`src/rtl/btn_counter_display.sv`:
```
// Button-driven up/down counter with freeze snapshot and a
// multiplexed seven-segment hex display.
module btn_counter_display #(
    parameter int COUNT_WIDTH     = 16,
    parameter int COUNT_INC       = 3,
    parameter int DEBOUNCE_CYCLES = 4,
    parameter int SCAN_DIV        = 100000,
    parameter int DIGITS          = 8
) (
    input  logic                   clk,
    input  logic                   reset,
    input  logic [15:0]            SW,
    input  logic [4:0]             BTN,
    output logic [COUNT_WIDTH-1:0] LED,
    output logic [6:0]             HEX,
    output logic                   DP,
    output logic [DIGITS-1:0]      AN
);

    localparam int DB_W   = $clog2(DEBOUNCE_CYCLES + 1);
    localparam int SCAN_W = (SCAN_DIV > 1) ? $clog2(SCAN_DIV) : 1;
    localparam int IDX_W  = (DIGITS > 1) ? $clog2(DIGITS) : 1;
    localparam int LIVE   = COUNT_WIDTH / 4;
    localparam logic [COUNT_WIDTH-1:0] STEP = COUNT_WIDTH'(COUNT_INC);

    logic [4:0]            sync1;
    logic [4:0]            sync2;
    logic [4:0]            level;
    logic [4:0]            level_d;
    logic [4:0]            press;
    logic [4:0][DB_W-1:0]  mis_cnt;

    logic [COUNT_WIDTH-1:0] count;
    logic [COUNT_WIDTH-1:0] snapshot;
    logic [COUNT_WIDTH-1:0] sw_val;
    logic                   frozen;

    logic [SCAN_W-1:0]      scan;
    logic [IDX_W-1:0]       digit_idx;
    logic [DIGITS*4-1:0]    disp_pad;
    logic [3:0]             nibble;
    logic [DIGITS-1:0]      an_q;
    logic [6:0]             hex_q;

    generate
        if (COUNT_WIDTH > 16) begin : g_sw_ext
            assign sw_val = {{(COUNT_WIDTH-16){1'b0}}, SW};
        end else begin : g_sw_trunc
            assign sw_val = SW[COUNT_WIDTH-1:0];
        end
    endgenerate

    // A level change is accepted only after DEBOUNCE_CYCLES
    // consecutive disagreeing samples.
    always_ff @(posedge clk) begin
        if (reset) begin
            sync1   <= '0;
            sync2   <= '0;
            level   <= '0;
            level_d <= '0;
            mis_cnt <= '0;
        end else begin
            sync1   <= BTN;
            sync2   <= sync1;
            level_d <= level;
            for (int i = 0; i < 5; i++) begin
                if (sync2[i] == level[i]) begin
                    mis_cnt[i] <= '0;
                end else if (mis_cnt[i] == DB_W'(DEBOUNCE_CYCLES - 1)) begin
                    level[i]   <= sync2[i];
                    mis_cnt[i] <= '0;
                end else begin
                    mis_cnt[i] <= mis_cnt[i] + DB_W'(1);
                end
            end
        end
    end

    assign press = level & ~level_d;

    always_ff @(posedge clk) begin
        if (reset) begin
            count    <= '0;
            snapshot <= '0;
            frozen   <= 1'b0;
        end else begin
            if (press[3]) begin
                count <= '0;
            end else if (press[2]) begin
                count <= sw_val;
            end else if (press[0] && !press[1]) begin
                count <= count + STEP;
            end else if (press[1] && !press[0]) begin
                count <= count - STEP;
            end
            if (press[4]) begin
                frozen <= ~frozen;
                if (!frozen) begin
                    snapshot <= count;
                end
            end
        end
    end

    function automatic logic [6:0] glyph(input logic [3:0] n);
        case (n)
            4'h0:    glyph = 7'h40;
            4'h1:    glyph = 7'h79;
            4'h2:    glyph = 7'h24;
            4'h3:    glyph = 7'h30;
            4'h4:    glyph = 7'h19;
            4'h5:    glyph = 7'h12;
            4'h6:    glyph = 7'h02;
            4'h7:    glyph = 7'h78;
            4'h8:    glyph = 7'h00;
            4'h9:    glyph = 7'h10;
            4'hA:    glyph = 7'h08;
            4'hB:    glyph = 7'h03;
            4'hC:    glyph = 7'h46;
            4'hD:    glyph = 7'h21;
            4'hE:    glyph = 7'h06;
            default: glyph = 7'h0E;
        endcase
    endfunction

    assign disp_pad = (DIGITS*4)'(frozen ? snapshot : count);
    assign nibble   = disp_pad[digit_idx*4 +: 4];

    // Segment drive is registered from the current index, so AN/HEX
    // switch together one cycle after the index moves.
    always_ff @(posedge clk) begin
        if (reset) begin
            scan      <= '0;
            digit_idx <= '0;
            an_q      <= '1;
            hex_q     <= 7'h7F;
        end else begin
            if (scan == SCAN_W'(SCAN_DIV - 1)) begin
                scan <= '0;
                if (digit_idx == IDX_W'(DIGITS - 1)) begin
                    digit_idx <= '0;
                end else begin
                    digit_idx <= digit_idx + IDX_W'(1);
                end
            end else begin
                scan <= scan + SCAN_W'(1);
            end
            if (int'(digit_idx) >= LIVE) begin
                an_q  <= '1;
                hex_q <= 7'h7F;
            end else begin
                an_q  <= ~(DIGITS'(1) << digit_idx);
                hex_q <= glyph(nibble);
            end
        end
    end

    assign LED = count;
    assign AN  = an_q;
    assign HEX = hex_q;
    assign DP  = 1'b1;

endmodule
```
`config.mk`:
```
export PLATFORM = sky130hd
export DESIGN_NAME = btn_counter_display
export DESIGN_NICKNAME = d
export VERILOG_FILES = /design/src/rtl/btn_counter_display.sv
export SDC_FILE = /design/constraint.sdc
export NUM_CORES = 1
export LEC_CHECK = 0
export ABC_AREA = 1
export CAP_MARGIN = 20
export CORE_MARGIN = 2
export CORE_UTILIZATION = 52
export DETAILED_ROUTE_END_ITERATION = 12
export GPL_ROUTABILITY_DRIVEN = 0
export PLACE_DENSITY = 0.75
export SLEW_MARGIN = 25
export SYNTH_ARGS = -nofsm -noshare
export SYNTH_HDL_FRONTEND = slang
export SYNTH_SLANG_ARGS = --single-unit
```
`constraint.sdc`:
```
create_clock -name clk -period 2.4 [get_ports clk]
set_clock_uncertainty 0.2 [all_clocks]
set_input_delay 0.48 -clock clk [delete_from_list [all_inputs] [get_ports clk]]
set_output_delay 0.48 -clock clk [all_outputs]
set_load 0.02 [all_outputs]
```
==> qor.yml <==
outcome:
  outcome: "completed"
clock_network:
  cts_made_buffers: 9
  clock-sinks: 103
  cts_root_buf: "clkbuf_8"
  htreeDepth: 3
  cts_resized: 0
  cts_max_path_buffers: 2
  hold_buffers: 0
  cts_tree: "done"
  cts_setup_buffers: 0
  clkSlewWorstSetupHoldPaths_ps: 100
  clk_latency_ps: 360
synthesis:
  yosysMostFrequentCell: "nand2_1"
  ys_async_sr_fraction_pct: 0
  avgSynthCellArea_um2: 7.35
  synth_top_area_cell: "dfxtp_1"
  synth-main-ff-cell: "dfxtp_1"
  ys_ff_latch: 103
  ys_seq_area_share_pct: 38.4
  synthDistinctLibCells: 43
  synth_commonest_cells: "nand2_1, inv_1, dfxtp_1"
  syn-cell-area_mm2: 0.00538
  synth_edf_count: 0
  synth_cells: 731
  yosysTopAreaCellShare_pct: 38.4
  ys_warn_count: 0
  ys_top_cells_by_area: "dfxtp_1, nand2_1, ha_1"
power:
  p_int_uw: 2300
  vdd_drop_max_mv: 0.374
  pwr-share-seq_pct: 57.9
  p_clk_share_pct: 37.2
  power_density_mw_per_mm2: 475
  p_sw_uw: 707
  leakagePower_uw: 0.00281
  netSwitchingFraction_pct: 23.5
  combPwrFrac_pct: 4.9
sta:
  period_share_pct: 93.9
  hold_viol: 0
  whs_ps: 207
  drv_slew: 0
  max_freq_mhz: 444
  tns_ps: 0
  final.min_clock_period_ps: 2250
  setup_viol: 0
worst_setup_path:
  crit_top_cell: "nand2_1"
  rrSetupSlack_ps: 150
  worstPathRequired_ps: 2490
  cp_slowest_cell: "ha_1"
  crit_arrival_ps: 2340
  cp_slowest_stage_delay_ps: 360
  r2r_end: "LED[15]$_SDFFE_PP0P_"
  reg2reg_depth: 14
  r2r-start: "level[1]$_SDFFE_PP0P_"
  end_kind: "register"
  crit_chain: "nand2_1, nand3_2, buf_12, ha_1, nand2_1, inv_1, nand2_1, nor3_1, nand2_1, nand2_1, nand2_1, nand3_1, nand2_1, a21oi_1"
  path_class: "register to register"
  start_kind: "register"
  critPathMaxFanout: 18
  critPathLaunch: "level[1]$_SDFFE_PP0P_"
cells_and_area:
  area_growth_pct: 18.0
  drive_gt1_share_pct: 10.3
  final_cell_area_mm2: 0.00634
  final_cells: 933
  multi_input_area_mm2: 0.00280
  antenna_cells: 0
  regArea_mm2: 0.00206
  fin_nets: 855
  n_fill_cell: 936
  final_core_util_pct: 62.3
worst_hold_path:
  hold_end: "sync2[1]$_SDFF_PP0_"
  hp-class: "register to register"
  min_path_cells: 2
  min_from: "sync1[1]$_SDFF_PP0_"
floorplanning:
  core_mm2: 0.0102
  die_w_um: 106
  die_h_um: 106
  initial_core_util_pct: 52.8
  rows: 37
  die_area_mm2: 0.0112
  pin_count: 55
routing:
  vias: 4787
  drc: 0
  via_per_inst: 5.13
  routedWlPerCell_um: 12.2
  initialDrtViolationCount: 212
  postRouteAntennaNets: 0
  routed_wl_mm: 11.3
  drtPass1Iterations: 5
global_route:
  grt_pass1_wl_mm: 18.9
  overflow: 0
  grt_start_max_net_pins: 32
  track_usage_pct: 20.5
  grt_pass1_vias: 4314
  antenna_found_initial: 0
place:
  place_inst: 917
  hpwl_mm: 8.33
  io_buffers: 53
  dpl_cell_area_mm2: 0.00609
flow_run:
  cap_violations: 0
-- sequential cells by signal, indices dropped and copies added, names as in the netlist --
name	count
frozen	1
scan	17
HEX	7
AN	8
level_d	5
mis_cnt	15
sync1	5
sync2	5
LED	16
digit_idx	3
level	5
snapshot	16
-- cells in the final DEF (no fill, tap or decap), types with 6 or more instances in the layout --
master and instances:
a21oi_1 54, a31oi_1 7, buf_4 13, clkbuf_8 9
clkdlybuf4s50_1 53, dfxtp_1 101, ha_1 37, inv_1 114
nand2_1 151, nand2_2 10, nand3_1 37, nand3_2 10
nor2_1 54, nor2_2 8, nor3_1 6, o211ai_1 17
o21ai_0 45, xor2_1 8
-- layout make-up --
type / instances / area share [%]
sequential: 103 / 32.5
clock inverter: 6 / 1.22
clock buffer: 10 / 2.01
tap: 136 / 2.68
multi-input combinational: 490 / 44.2
timing repair buffer: 67 / 10.2
inverter: 121 / 7.16
-- cells by family (layout without fill, tap and decap cells) --
group                    after synthesis  count (layout)  share of synthesized area [%]
AND/OR/NAND/NOR                      297             297                           25.3
buffers and inverters                141             204                           10.7
AO/OA/AOI/OAI                        139             139                           14.5
flip-flops                           103             103                           38.4
adder cells (fa/ha/maj)               40              40                           9.45
XOR/XNOR                              10              10                           1.63
other                                  1               4                         0.0698
-- routing by layer --
metal | vias up | routed length, um | GRT usage (%)
li1 | 2467 | - | -
met1 | 2205 | 5210 | 26.2
met2 | 87 | 5500 | 34.6
met3 | 28 | 338 | 2.97
met4 | 0 | 295 | 8.46
met5 | - | 0 | 0
-- worst max-delay path by stage --
stage / end / slack [ps] / cells after the start
5_1_grt: LED[15]$_SDFFE_PP0P_ / -120 / 15
4_1_cts: LED[8]$_SDFFE_PP0P_ / 120 / 12
2_1_floorplan: LED[8]$_SDFFE_PP0P_ / 160 / 9
6_report: LED[15]$_SDFFE_PP0P_ / 150 / 14
3_3_place_gp: LED[8]$_SDFFE_PP0P_ / 230 / 12
3_5_place_dp: LED[8]$_SDFFE_PP0P_ / 140 / 12
-- critical path, delay by kind of cell (launching register included) --
family | cells | cell delay [ps]
AND/OR/NAND/NOR | 10 | 920
buffers and inverters | 2 | 250
adder cells (fa/ha/maj) | 1 | 360
AO/OA/AOI/OAI | 1 | 100
flip-flops | 1 | 350
-- power groups by stage --
stage | sequential, uW | clock, uW | combinational (uW)
after CTS | 1740 | 1150 | 149
after floorplan | 1790 | 0 | 67.1
after global routing | 1750 | 1220 | 163
after global placement | 1780 | 0 | 144
after detailed placement | 1780 | 0 | 148
final | 1740 | 1120 | 148
-- through the flow --
step / worst slack, ps / power [uW]
4_1_cts: 120 / 3040
6_report: 147 / 3010
5_1_grt: -119 / 3130
3_5_place_dp: 137 / 1930
2_1_floorplan: 158 / 1860
3_3_place_gp: 231 / 1930
No activity file was read; power rests on OpenSTA's default activity.
